### config.mk
export PLATFORM = sky130hd
export DESIGN_NAME = uart_alu_host
export DESIGN_NICKNAME = d
export VERILOG_FILES = /design/src/rtl/uart_alu_host.sv
export SDC_FILE = /design/constraint.sdc
export NUM_CORES = 1
export LEC_CHECK = 0
export ABC_AREA = 1
export CAP_MARGIN = 30
export CORE_MARGIN = 2
export CORE_UTILIZATION = 40
export DETAILED_ROUTE_END_ITERATION = 8
export PLACE_DENSITY_LB_ADDON = 0.25
export SYNTH_ARGS = -nofsm -noshare
export SYNTH_HDL_FRONTEND = slang
export SYNTH_SLANG_ARGS = --single-unit
export TNS_END_PERCENT = 30
### constraint.sdc
create_clock -name i_clk -period 1.9 [get_ports i_clk]
set_clock_uncertainty 0.2 [all_clocks]
set_input_delay 0.285 -clock i_clk [delete_from_list [all_inputs] [get_ports i_clk]]
set_output_delay 0.285 -clock i_clk [all_outputs]
set_load 0.03 [all_outputs]
### src/rtl/uart_alu_host.sv
// Host-side sequencer for a UART-attached ALU: sends A, B and the opcode as three
// bytes, then waits for the one-byte result, giving up after TIMEOUT cycles.
module uart_alu_host #(
  parameter int N_DATA       = 8,
  parameter int NB_OPERATION = 6,
  parameter int TIMEOUT      = 65535
) (
  input  logic                    i_clk,
  input  logic                    i_rst,
  input  logic                    i_cmd_valid,
  input  logic [N_DATA-1:0]       i_cmd_a,
  input  logic [N_DATA-1:0]       i_cmd_b,
  input  logic [NB_OPERATION-1:0] i_cmd_op,
  output logic                    o_cmd_ready,
  output logic [N_DATA-1:0]       o_tx_data,
  output logic                    o_tx_start,
  input  logic                    i_tx_done,
  input  logic [N_DATA-1:0]       i_rx_data,
  input  logic                    i_rx_done,
  output logic [N_DATA-1:0]       o_result,
  output logic                    o_result_valid,
  output logic                    o_timeout,
  output logic                    o_busy
);

  localparam int              CW     = $clog2(TIMEOUT + 1);
  localparam logic [CW-1:0]   C_LAST = CW'(TIMEOUT - 1);
  localparam logic [CW-1:0]   C_ONE  = CW'(1);

  typedef enum logic [1:0] {
    ST_IDLE     = 2'd0,
    ST_TX_START = 2'd1,
    ST_TX_WAIT  = 2'd2,
    ST_RX_WAIT  = 2'd3
  } state_t;

  state_t                  r_state;
  logic [1:0]              r_idx;
  logic [N_DATA-1:0]       r_a;
  logic [N_DATA-1:0]       r_b;
  logic [NB_OPERATION-1:0] r_op;
  logic [CW-1:0]           r_cnt;
  logic [N_DATA-1:0]       r_result;
  logic                    r_result_valid;
  logic                    r_timeout;

  logic [N_DATA-1:0]       w_op_ext;
  logic [N_DATA-1:0]       w_tx_data;

  // Select the outgoing byte from the captured operands by byte index.
  always_comb begin
    w_op_ext                   = '0;
    w_op_ext[NB_OPERATION-1:0] = r_op;
    case (r_idx)
      2'd0:    w_tx_data = r_a;
      2'd1:    w_tx_data = r_b;
      2'd2:    w_tx_data = w_op_ext;
      default: w_tx_data = '0;
    endcase
  end

  // Command sequencing FSM with result/timeout pulses.
  always_ff @(posedge i_clk or posedge i_rst) begin
    if (i_rst) begin
      r_state        <= ST_IDLE;
      r_idx          <= 2'd0;
      r_a            <= '0;
      r_b            <= '0;
      r_op           <= '0;
      r_cnt          <= '0;
      r_result       <= '0;
      r_result_valid <= 1'b0;
      r_timeout      <= 1'b0;
    end else begin
      r_result_valid <= 1'b0;
      r_timeout      <= 1'b0;
      case (r_state)
        ST_IDLE: begin
          if (i_cmd_valid) begin
            r_a     <= i_cmd_a;
            r_b     <= i_cmd_b;
            r_op    <= i_cmd_op;
            r_idx   <= 2'd0;
            r_state <= ST_TX_START;
          end
        end
        ST_TX_START: r_state <= ST_TX_WAIT;
        ST_TX_WAIT: begin
          if (i_tx_done) begin
            if (r_idx == 2'd2) begin
              r_cnt   <= '0;
              r_state <= ST_RX_WAIT;
            end else begin
              r_idx   <= r_idx + 2'd1;
              r_state <= ST_TX_START;
            end
          end
        end
        ST_RX_WAIT: begin
          // A result arriving on the expiry cycle takes priority over the timeout.
          if (i_rx_done) begin
            r_result       <= i_rx_data;
            r_result_valid <= 1'b1;
            r_state        <= ST_IDLE;
          end else if (r_cnt == C_LAST) begin
            r_timeout <= 1'b1;
            r_state   <= ST_IDLE;
          end else begin
            r_cnt <= r_cnt + C_ONE;
          end
        end
        default: r_state <= ST_IDLE;
      endcase
    end
  end

  assign o_cmd_ready    = (r_state == ST_IDLE);
  assign o_busy         = (r_state != ST_IDLE);
  assign o_tx_start     = (r_state == ST_TX_START);
  assign o_tx_data      = w_tx_data;
  assign o_result       = r_result;
  assign o_result_valid = r_result_valid;
  assign o_timeout      = r_timeout;

endmodule

# Word-level counts from Yosys, hierarchy flattened
# Index checks and enable logic that the tools add are counted.
# word_totals
register_bits	52
inputBits	35
out_inout_bits	21
wordCells	55
# op_classes
add_sub_neg	2
eq_ne	13
n_mux	21
reduce_logical	10
# ops
operator	count
$mux W16	4
$pmux W16 S2	1
$pmux W8 S3	1
$add A16 B1 Y16 const B	1
$eq A16 B16 Y1 const B	1
$mux W2	8
$ne A2 B2 Y1 const B	6
$pmux W2 S4	1
$eq A2 B2 Y1 const B	3
$reduce_bool A2 Y1	3
$mux W1	5
$reduce_and A5 Y1	1
$eq A2 B1 Y1 const B	2
$logic_not A2 Y1	2
$pmux W2 S2	1
$reduce_and A2 Y1	2
$reduce_and A4 Y1	1
$ne A3 B3 Y1 const B	1
$reduce_and A3 Y1	1
$add A2 B1 Y2 const B	1

# Depth between registers and ports, before layout
# depth
ltp_word	4
ltp_mapped	11
depth_no_buf	10

# Least setup slack after synthesis
# Ideal clock, no wire load.
# synth_timing
path_kind	register -> output
startpoint	reg r_idx[0]
endpoint	out o_tx_data[6]
t_arrival_ns	1.403
t_required_ns	1.415
path_slack_ns	0.012
stages_incl_launch_ff	6
n_path_buf	1
path_cell_list	dfrtp_1 > inv_1 > ha_1 > clkbuf_1 > nand2_1 > a21oi_1
# synth_via
elab_chain_len	2
elab_cells_between_ends	4
classes_between	eq/ne (2); mux (1); reduce/logical (1)
# synth_rtl
item	line	rtl
from (decl)	38	logic [1:0] r_idx;
from (signal assigned)	94	r_idx <= r_idx + 2'd1;
$eq A2 B2 Y1, or another cell as far along	54	case (r_idx)
$pmux W8 S3 (*)	54	
to (decl)	15	output logic [N_DATA-1:0] o_tx_data,
# Every way passes the cells marked *; elsewhere a longest branch is shown, timed or not.

# Final worst setup path
# layout_timing
startpoint	reg r_idx[0]
endpoint	out o_tx_data[0]
# The elaborated chain is that of the path after synthesis.

==> results.json <==
{
  "hpwl_um": 3886,
  "grt_max_degree": 53,
  "crit_path_start": "r_idx[0]",
  "grt_pass1_wl_um": 9618,
  "cts_tree": "done",
  "routed_via_density": 4.649,
  "ant_nets": 0,
  "preCtsSetupSlack_ns": 0.1027,
  "routed_wl_um": 5474,
  "ctsLongestPathBuffers": 2,
  "ys_seq_area_share_pct": 48.42,
  "synthTopCellsByArea": "dfrtp_1 (48%), nand2_1 (14%), mux2_2 (8.8%), inv_1 (4.1%), o21ai_2 (2.9%)",
  "row_count": 29,
  "outcome": "complete, but fails checks",
  "violations": "negative setup slack",
  "htree_levels": 2,
  "die_y_um": 85.97,
  "final_common_cell": "nand2_1",
  "clk_pin_slew_worst_paths_ns": 0.10,
  "drt_iter0_drc": 51,
  "final_util_pct": 56.50,
  "whs_ns": 0.1332,
  "wl_per_cell_um": 12.25,
  "clk_latency_ns": 0.31,
  "synth_flop_cell": "dfrtp_1",
  "finalHoldViolCount": 0,
  "min_period_ns": 1.993,
  "critPathRequiredTime_ns": 1.41,
  "ys.warnings.count": 0,
  "rsz0062_at_grt": "true",
  "io_pins": 56,
  "rr_worst_depth": 9,
  "crit_path_start_kind": "register",
  "nets": 410,
  "worst_slack_ns": -0.09336,
  "min_path_type": "in -> async",
  "syn2layout_area_growth_pct": 35.01,
  "critPathKind": "reg -> out",
  "powerDensity_nw_per_um2": 1432,
  "period_share_pct": 104.9,
  "diodes": 0,
  "ys_ff_latch": 52,
  "initial_utilization_pct": 41.85,
  "dieArea_um2": 7391,
  "cts.sinks": 52,
  "slew_headroom_pct": 75.96,
  "ys_types": 30,
  "port_buffers": 55,
  "cts-root-buf": "clkbuf_8",
  "ir_drop_uv": 656.0,
  "first_pass_iters": 5,
  "syn-num-nets": 341,
  "numCtsBuffers": 5,
  "gr-usage-all-layers_pct": 16.43,
  "instances_no_fill": 447,
  "postSynthAreaPerCell_um2": 8.959,
  "synthDominantCellAreaShare_pct": 48.42,
  "drv_cap": 0,
  "r2r_start": "r_idx[0]",
  "grt-ovfl-total": 0,
  "core_area_um2": 6422,
  "synth_top_cell_by_area": "dfrtp_1",
  "layout_common_cells": "nand2_1 (94), dfrtp_1 (51), clkdlybuf4s50_1 (42)",
  "power_leakage_nw": 1.712,
  "placed_cells": 435,
  "place.gp.congestion": 0.8465,
  "antenna_found_initial": 0,
  "netlist_instances": 300,
  "crit_path_max_fanout": 8,
  "cp-end-kind": "output pin",
  "worstPathArrival_ns": 1.51,
  "syn_area_um2": 2688,
  "synth-edff-count": 0,
  "max_slew.worst_pin.slew_ns": 0.3595,
  "fin_setup_tns_ns": -0.6694,
  "grt_pass1_vias": 2095,
  "vias": 2078,
  "setup_viol": 8,
  "die_w_um": 85.97,
  "drc": 0,
  "slew_violations": 0,
  "async_flop_share_pct": 100.0,
  "fmax_mhz": 501.7,
  "drive_above_1_share_pct": 27.57
}
==> Yosys cell counts (3+ instances only) <==
cell type,count
a21oi_1,4
dfrtp_1,52
ha_1,6
inv_1,29
inv_2,3
mux2_2,21
nand2_1,100
nand2_2,6
nand3_1,14
nor2_1,15
nor2_2,4
o21ai_0,7
o21ai_2,9
xnor2_1,4
xor2_1,6
==> metal layers <==
metal	vias to the layer above	share of wire [%]	GRT usage (%)
li1	1075	-	-
met1	935	50	22.20
met2	58	42	25.09
met3	10	5.6	4.042
met4	0	2.4	7.071
met5	-	0	0
==> final cells by class <==
type / count / area (um^2)
inverters: 34 / 128.9
clock buffers: 5 / 68.82
repair buffers: 68 / 698.2
well taps: 77 / 96.34
multi-input cells: 208 / 1291
clock inverters: 3 / 42.54
flip-flops and latches: 52 / 1303
fillers: 587 / 2794
==> report_power, final <==
part           internal [W]  switching, W  leakage, nW  total [W]
logic               0.00125       0.00144         1.00    0.00269
registers           0.00150      0.000243        0.655    0.00175
clock network      0.000390      0.000370       0.0541   0.000760
total               0.00314       0.00205         1.71    0.00520
==> what timing repair did <==
action / in CTS / in global routing
setup endpoints to repair: 11 / 26
hold endpoints to repair: 0 / 0
buffers inserted: 5 / 0
pin swaps: 7 / 2
resized for setup: 25 / 14
hold buffers: 0 / 0
==> cell families (layout without fill, tap and decap cells) <==
group,count (synthesis),in the layout,synth area share (%)
multiplexers,22,22,9.218
adder cells (fa/ha/maj),6,6,2.793
AO/OA/AOI/OAI,23,23,6.285
XOR/XNOR,10,10,3.259
buffers and inverters,40,110,6.471
flip-flops,52,52,48.42
AND/OR/NAND/NOR,147,147,23.56
==> critical path, stage by stage, from the launching register on <==
cell and delay (ns):
dfrtp_1 0.42, inv_2 0.10, buf_6 0.11, ha_4 0.20, nand2_2 0.07, nand3_2 0.07
nand2_1 0.05, inv_1 0.06, buf_6 0.12
==> path summary, 6_finish.rpt <==
check                                to  slack, ns
min                             r_op[2]       0.13
max in group asynchronous    r_state[1]       1.13
max                        o_tx_data[0]      -0.09
max reg2reg                    r_cnt[9]       0.08
min in group i_clk          o_result[5]       0.28
min reg2reg                 o_result[5]       0.28
==> metrics by stage <==
stage	total power, W	area (um^2)
finish	0.005195	3628
global route	0.005555	3628
CTS	0.005184	3596
detailed placement	0.004172	3362
global placement	0.004126	3362
floorplan	0.003324	2688
==> state kept, by name (all words and copies together) (netlist names) <==
register and cells:
r_b 8, o_result 8, o_result_valid 1, r_op 6
r_state 2, o_timeout 1, r_cnt 16, r_a 8
r_idx 2
(Power assumes the default switching activity.)
==> edit 1 (same settings) <==
Re-encode `state_t` (4 states) as one-hot, 4 bits wide.
--- a/src/rtl/uart_alu_host.sv
+++ b/src/rtl/uart_alu_host.sv
@@ -27,11 +27,11 @@
   localparam logic [CW-1:0]   C_LAST = CW'(TIMEOUT - 1);
   localparam logic [CW-1:0]   C_ONE  = CW'(1);
 
-  typedef enum logic [1:0] {
-    ST_IDLE     = 2'd0,
-    ST_TX_START = 2'd1,
-    ST_TX_WAIT  = 2'd2,
-    ST_RX_WAIT  = 2'd3
+  typedef enum logic [3:0] {
+    ST_IDLE     = 4'b0001,
+    ST_TX_START = 4'b0010,
+    ST_TX_WAIT  = 4'b0100,
+    ST_RX_WAIT  = 4'b1000
   } state_t;
 
   state_t                  r_state;
Behaviour: no difference found for any inputs over 10 cycles, from zero or initial values and one cycle with i_rst high; not proved beyond that.
==> edit 1 against the original RTL <==
The flow still finishes with violations (setup timing); sequential power decreased by 2%; die area increased by 6.7%; cell area increased by 7.5%; synthesized area increased by 7.1%; power decreased by 0.66%; worst setup slack got worse by 6.3 ps; cell count increased by 22%; utilization increased by 0.30 points; routed wire length increased by 20%; sequential cell count increased by 2; hold slack got worse by 110 ps; critical endpoint is now o_tx_data[2]; largest cell class is now multi-input gates.
==> edit 1: results (changes against the original RTL) <==
* Failing checks: setup timing
* DR iter-0 viols at 85 (+67%)
* Routed wire length at 6.588 mm (+20%)
* DP Cell Count at 532 (+22%)
* Total CTS buffers at 5 (unchanged)
* Post-synthesis xor/xnor area fraction at 0.9130% (-2.3 points)
* Reg with most FFs: r_cnt
* Drt pass-1 iters at 4 (-1)
* Status: finished with violations
* Final WS setup at -99.63 ps (-6.270 ps)
* Leakage at 2.017 nW (+18%)
* Worst vdd ir at 0.7682 mV (+17%)
* Mux contribution to synthesized area at 0% (-9.2 points)
* Finish-stage setup viols at 9 (+1)
* Cell Area, Placed at 3565 sq um (+6.0%)
* Number of antenna violations at the first check in global routing at 0 (unchanged)
* Rel. slew slack at 78.54% (+2.6 points)
* Via density at 4.749 (+2.2%)
* Layout Nets at 490 (+20%)
* Final RePlAce weighted congestion at 0.8385 (-0.95%)
* Port Buffer Count at 55 (unchanged)
* Area contributors post-synth: dfrtp_1, nand2_1, nand3_1
* Compound-Gate Fraction of Synth Area at 6.174% (-0.11 points)
* Place WS at 8.165 ps (-94.51 ps)
* Non-Filler Instances at 546 (+22%)
* Pin count of the biggest net entering global routing at 33 (-38%)
* Synth Cell Area at 2878 sq um (+7.1%)
* GRT Util Overall at 17.69% (+1.3 points)
* Syn nets at 424 (+24%)
* Unique masters post-synth at 29 (-3.3%)
* First-pass GRT wire length at 10.95 mm (+14%)
* Vias in the first global route at 2,448 (+17%)
* # fillers at 639 (+8.9%)
* Post-synthesis sequential area ratio at 47.00% (-1.4 points)
* Fraction of layout cells with a size suffix above 1 at 18.00% (-9.6 points)
* Most frequent cells after synthesis: nand2_1, dfrtp_1, inv_1, nand3_1, o21ai_0
* Post-synthesis adder-cell area fraction at 2.609% (-0.18 points)
* Syn avg cell area at 7.514 sq um (-16%)
==> edit 1: cell count changes after synthesis, moves of 4 or more <==
cell,before,now
clkbuf_1,2,6
mux2_2,21,0
nand2_1,100,171
nand3_1,14,27
nor2_1,15,20
o21ai_0,7,26
o21ai_2,9,0
o21bai_1,0,4
xor2_1,6,2
==> edit 1: cell families after synthesis <==
kind of cell | Yosys count
and+or+nand+nor | 244
adders and majority gates | 6
xor gates and xnor gates | 3
DFF | 54
buffers and inverters | 43
AOI/OAI and AO/OA | 33
==> edit 1: final timing paths <==
path,start,to,slack [ps],depth (start not counted)
setup / recovery,r_idx[0],o_tx_data[2],-100,7
hold / removal,i_rst,r_a[1],20,2
setup reg to reg,r_idx[0],r_cnt[15],160,9
hold reg to reg,o_result[3],o_result[3],290,2
max in group asynchronous,i_rst,r_state[0],960,3
min in group i_clk,o_result[3],o_result[3],290,2
==> edit 1: worst max-delay path, cell delays in order (launching register included) <==
cell and delay (ps):
dfrtp_1 440, buf_6 140, ha_4 190, nand2_1 110, nand3_2 80, nand2_1 60
inv_1 50, buf_6 130
==> edit 1: timing repair <==
action / in CTS / in global routing
buffers inserted: 5 / 0
pin swaps: 0 / 6
gates resized for setup: 30 / 18
gates cloned: 1 / 0
endpoints found under the setup margin: 10 / 12
==> edit 1: layout make-up <==
type                       instances  area, sq um  area share [%]
clock buffer                       5        68.82           1.764
clock inverter                     3        43.79           1.123
inverter                          33        128.9           3.303
multi-input combinational        286         1443           36.98
sequential                        54         1354           34.70
tap                               96        120.1           3.079
timing repair buffer              69        743.2           19.05
==> edit 1: per-layer routing <==
metal | global-route usage [%] | wire [um] | up-vias
met5 | 0 | 0 | -
met2 | 28.22 | 2967 | 74
met4 | 5.647 | 83 | 0
met1 | 23.88 | 3101 | 1191
met3 | 4.104 | 436 | 7
li1 | - | - | 1321
==> edit 1: metrics by stage <==
stage | TNS (ps) | util (%)
6_report | -632.5 | 56.79
5_1_grt | -1351 | 56.79
4_1_cts | -794.9 | 56.03
3_5_place_dp | 0 | 51.89
3_3_place_gp | 0 | 51.89
2_1_floorplan | 0 | -
==> edit 1: where the power goes <==
part | internal [mW] | switching, mW
logic | 1.15 | 1.51
registers | 1.50 | 0.216
clock network | 0.396 | 0.400
total | 3.04 | 2.12
==> edit 2 (same settings) <==
Without the edit above. The parameter `TIMEOUT` goes from 65535 to 32767.
--- a/src/rtl/uart_alu_host.sv
+++ b/src/rtl/uart_alu_host.sv
@@ -3,7 +3,7 @@
 module uart_alu_host #(
   parameter int N_DATA       = 8,
   parameter int NB_OPERATION = 6,
-  parameter int TIMEOUT      = 65535
+  parameter int TIMEOUT      = 32767
 ) (
   input  logic                    i_clk,
   input  logic                    i_rst,
Behaviour: no difference found for any inputs over 10 cycles, from zero or initial values and one cycle with i_rst high; that may be too few to reach the edited logic, so the function may still have changed.
==> edit 2 against the original RTL <==
The run still ends with setup timing left; synthesized cell count grew 3.0%; synthesized area down 1.6%; cell area fell by 2.8%; hold slack gained 15 ps; routed wire length rose by 3.8%; clock power is 17% lower; sequential cell count shrank 1; worst setup slack improved by 51 ps; power grew 1.4%; largest cell class is now multi-input gates; highest routed layer unchanged.
==> edit 2: results (changes against the original RTL) <==
* Area contributors post-synth: dfrtp_1, nand2_1, mux2_2
* Root Driver: clkbuf_8
* Port Buffer Count at 55 (unchanged)
* Top delay family on crit path: flip-flops
* Crit path DAT at 1460 ps (-50 ps)
* Unique masters post-synth at 28 (-6.7%)
* Post-DP HPWL at 4.020 mm (+3.4%)
* Reg2reg path depth at 8 (-1)
* Most frequent cells after synthesis: nand2_1, dfrtp_1, inv_1, nand3_1, mux2_2
* Failing checks: setup timing
* Met2 usage at 24.93% (-0.16 points)
* Layout Nets at 414 (+0.98%)
* Post-synthesis sequential area ratio at 48.25% (-0.17 points)
* Wire per inst at 12.60 um (+2.9%)
* Slew @ Worst Pin at 363.0 ps (+3.494 ps)
* First-pass GRT wire length at 9.404 mm (-2.2%)
* Routed vias at 2,133 (+2.6%)
* Drt pass-1 iters at 4 (-1)
* GRT Util Overall at 15.98% (-0.46 points)
* Top FF cell, synth: dfrtp_1
* DR iter-0 viols at 75 (+47%)
* Reg with most FFs: r_cnt
* Grt met3 use at 3.016% (-1.0 points)
* Total CTS buffers at 5 (unchanged)
* Worst vdd ir at 1.362 mV (+110%)
* CP max stage cell: dfrtp_2
* Pin count of the biggest net entering global routing at 52 (-1.9%)
* FFs w/ async S/R, synth at 100.0% (unchanged)
* Vias in the first global route at 1,939 (-7.4%)
* Syn nets at 350 (+2.6%)
* Max reg flops at 15 (-1)
* DP Cell Count at 440 (+1.1%)
* CTS H-tree lvls at 2 (unchanged)
* Fraction of layout cells with a size suffix above 1 at 24.33% (-3.2 points)
* Syn avg cell area at 8.560 sq um (-4.4%)
* Finish-stage setup viols at 8 (unchanged)
* Status: finished with violations
* Max incr delay on CP at 470 ps (+50 ps)
* Worst-Skew Late Latency at about 300 ps
* Number of synthesized flops with an enable pin at 0 (unchanged)
* Final WS setup at -42.34 ps (+51.01 ps)
* Setup slack, reg-to-reg at 130 ps (+50 ps)
* Via density at 4.729 (+1.7%)
* Reg clk slew, reported paths at 100 ps (about the same)
* # fillers at 576 (-1.9%)
* Met1 Usage GRT at 23.23% (+1.0 points)
* Yosys warns at 0 (unchanged)
* Worst r2r dst: r_cnt[0]
* Leakage at 1.732 nW (+1.2%)
* Final RePlAce weighted congestion at 0.7863 (-7.1%)
edit 2: cell types whose count changed after synthesis, moves of 2 or more:
| cell | unedited run | this run |
|---|---|---|
| a21o_1 | 0 | 2 |
| xnor2_1 | 4 | 2 |
| nand3_1 | 14 | 27 |
| o21ai_0 | 7 | 2 |
| nor2_1 | 15 | 12 |
| xor2_1 | 6 | 1 |
| o21bai_1 | 0 | 4 |
| o21ai_2 | 9 | 1 |
| nand2_1 | 100 | 118 |
| a21oi_1 | 4 | 2 |
| nand2_2 | 6 | 4 |
| nor2_4 | 2 | 4 |
edit 2: cell families (layout without fill, tap and decap cells):
logic type                 Yosys count  after routing  synth area share, %
and+or+nand+nor                    176            176                29.09
xor gates and xnor gates             3              3               0.9936
AOI/OAI and AO/OA                   12             12                3.075
adders and majority gates            6              6                2.838
DFF                                 51             51                48.25
buffers and inverters               39            104                6.386
muxes                               22             22                9.366
edit 2: tightest hold or removal path: stages:
cell and delay, ps:
clkdlybuf4s50_1 410, inv_2 80, buf_12 270
edit 2: area by class of cell:
type / count / area share (%)
Clock buffer: 5 / 1.952
Clock inverter: 3 / 0.5323
Inverter: 33 / 3.584
Multi-Input combinational cell: 219 / 36.66
Sequential cell: 51 / 36.27
Tap cell: 77 / 2.732
Timing Repair Buffer: 63 / 18.28
edit 2: stage by stage:
step / instance area, sq um / setup TNS (ps) / hold WS [ps] / setup slack, ps
6_report: 3526 / -308.7 / 148.3 / -42.34
5_1_grt: 3526 / -969.3 / 188.1 / -128.3
4_1_cts: 3462 / -295.8 / 164.8 / -63.75
3_5_place_dp: 3291 / 0 / 258.2 / 64.17
3_3_place_gp: 3291 / 0 / 254.7 / 122.0
2_1_floorplan: 2649 / 0 / 201.9 / 18.35
edit 2: power breakdown:
part	internal, mW	switching, mW
logic	1.30	1.56
registers	1.49	0.277
clock network	0.260	0.373
total	3.05	2.21
edit 2: how the worst max path moves through the flow:
stage | startpoint | endpoint | slack, ps | cells past startpoint
floorplan | r_idx[0] | o_tx_data[6] | 20 | 5
global placement | r_idx[0] | o_tx_data[4] | 120 | 7
detailed placement | r_idx[0] | r_cnt[0] | 60 | 7
CTS | r_idx[1] | o_tx_data[4] | -60 | 7
global route | r_idx[0] | o_tx_data[2] | -130 | 7
finish | r_idx[0] | o_tx_data[0] | -40 | 7
edit 2: per-layer routing:
metal,part of all wire [%],up-vias
li1,-,1097
met1,46,987
met2,48,45
met3,4.6,4
met4,0.63,0
met5,0,-
edit 2: repair_timing:
item,CTS,global route
gates resized for setup,24,17
endpoints found under the setup margin,10,8
pin swaps,12,8
buffers inserted,1,2
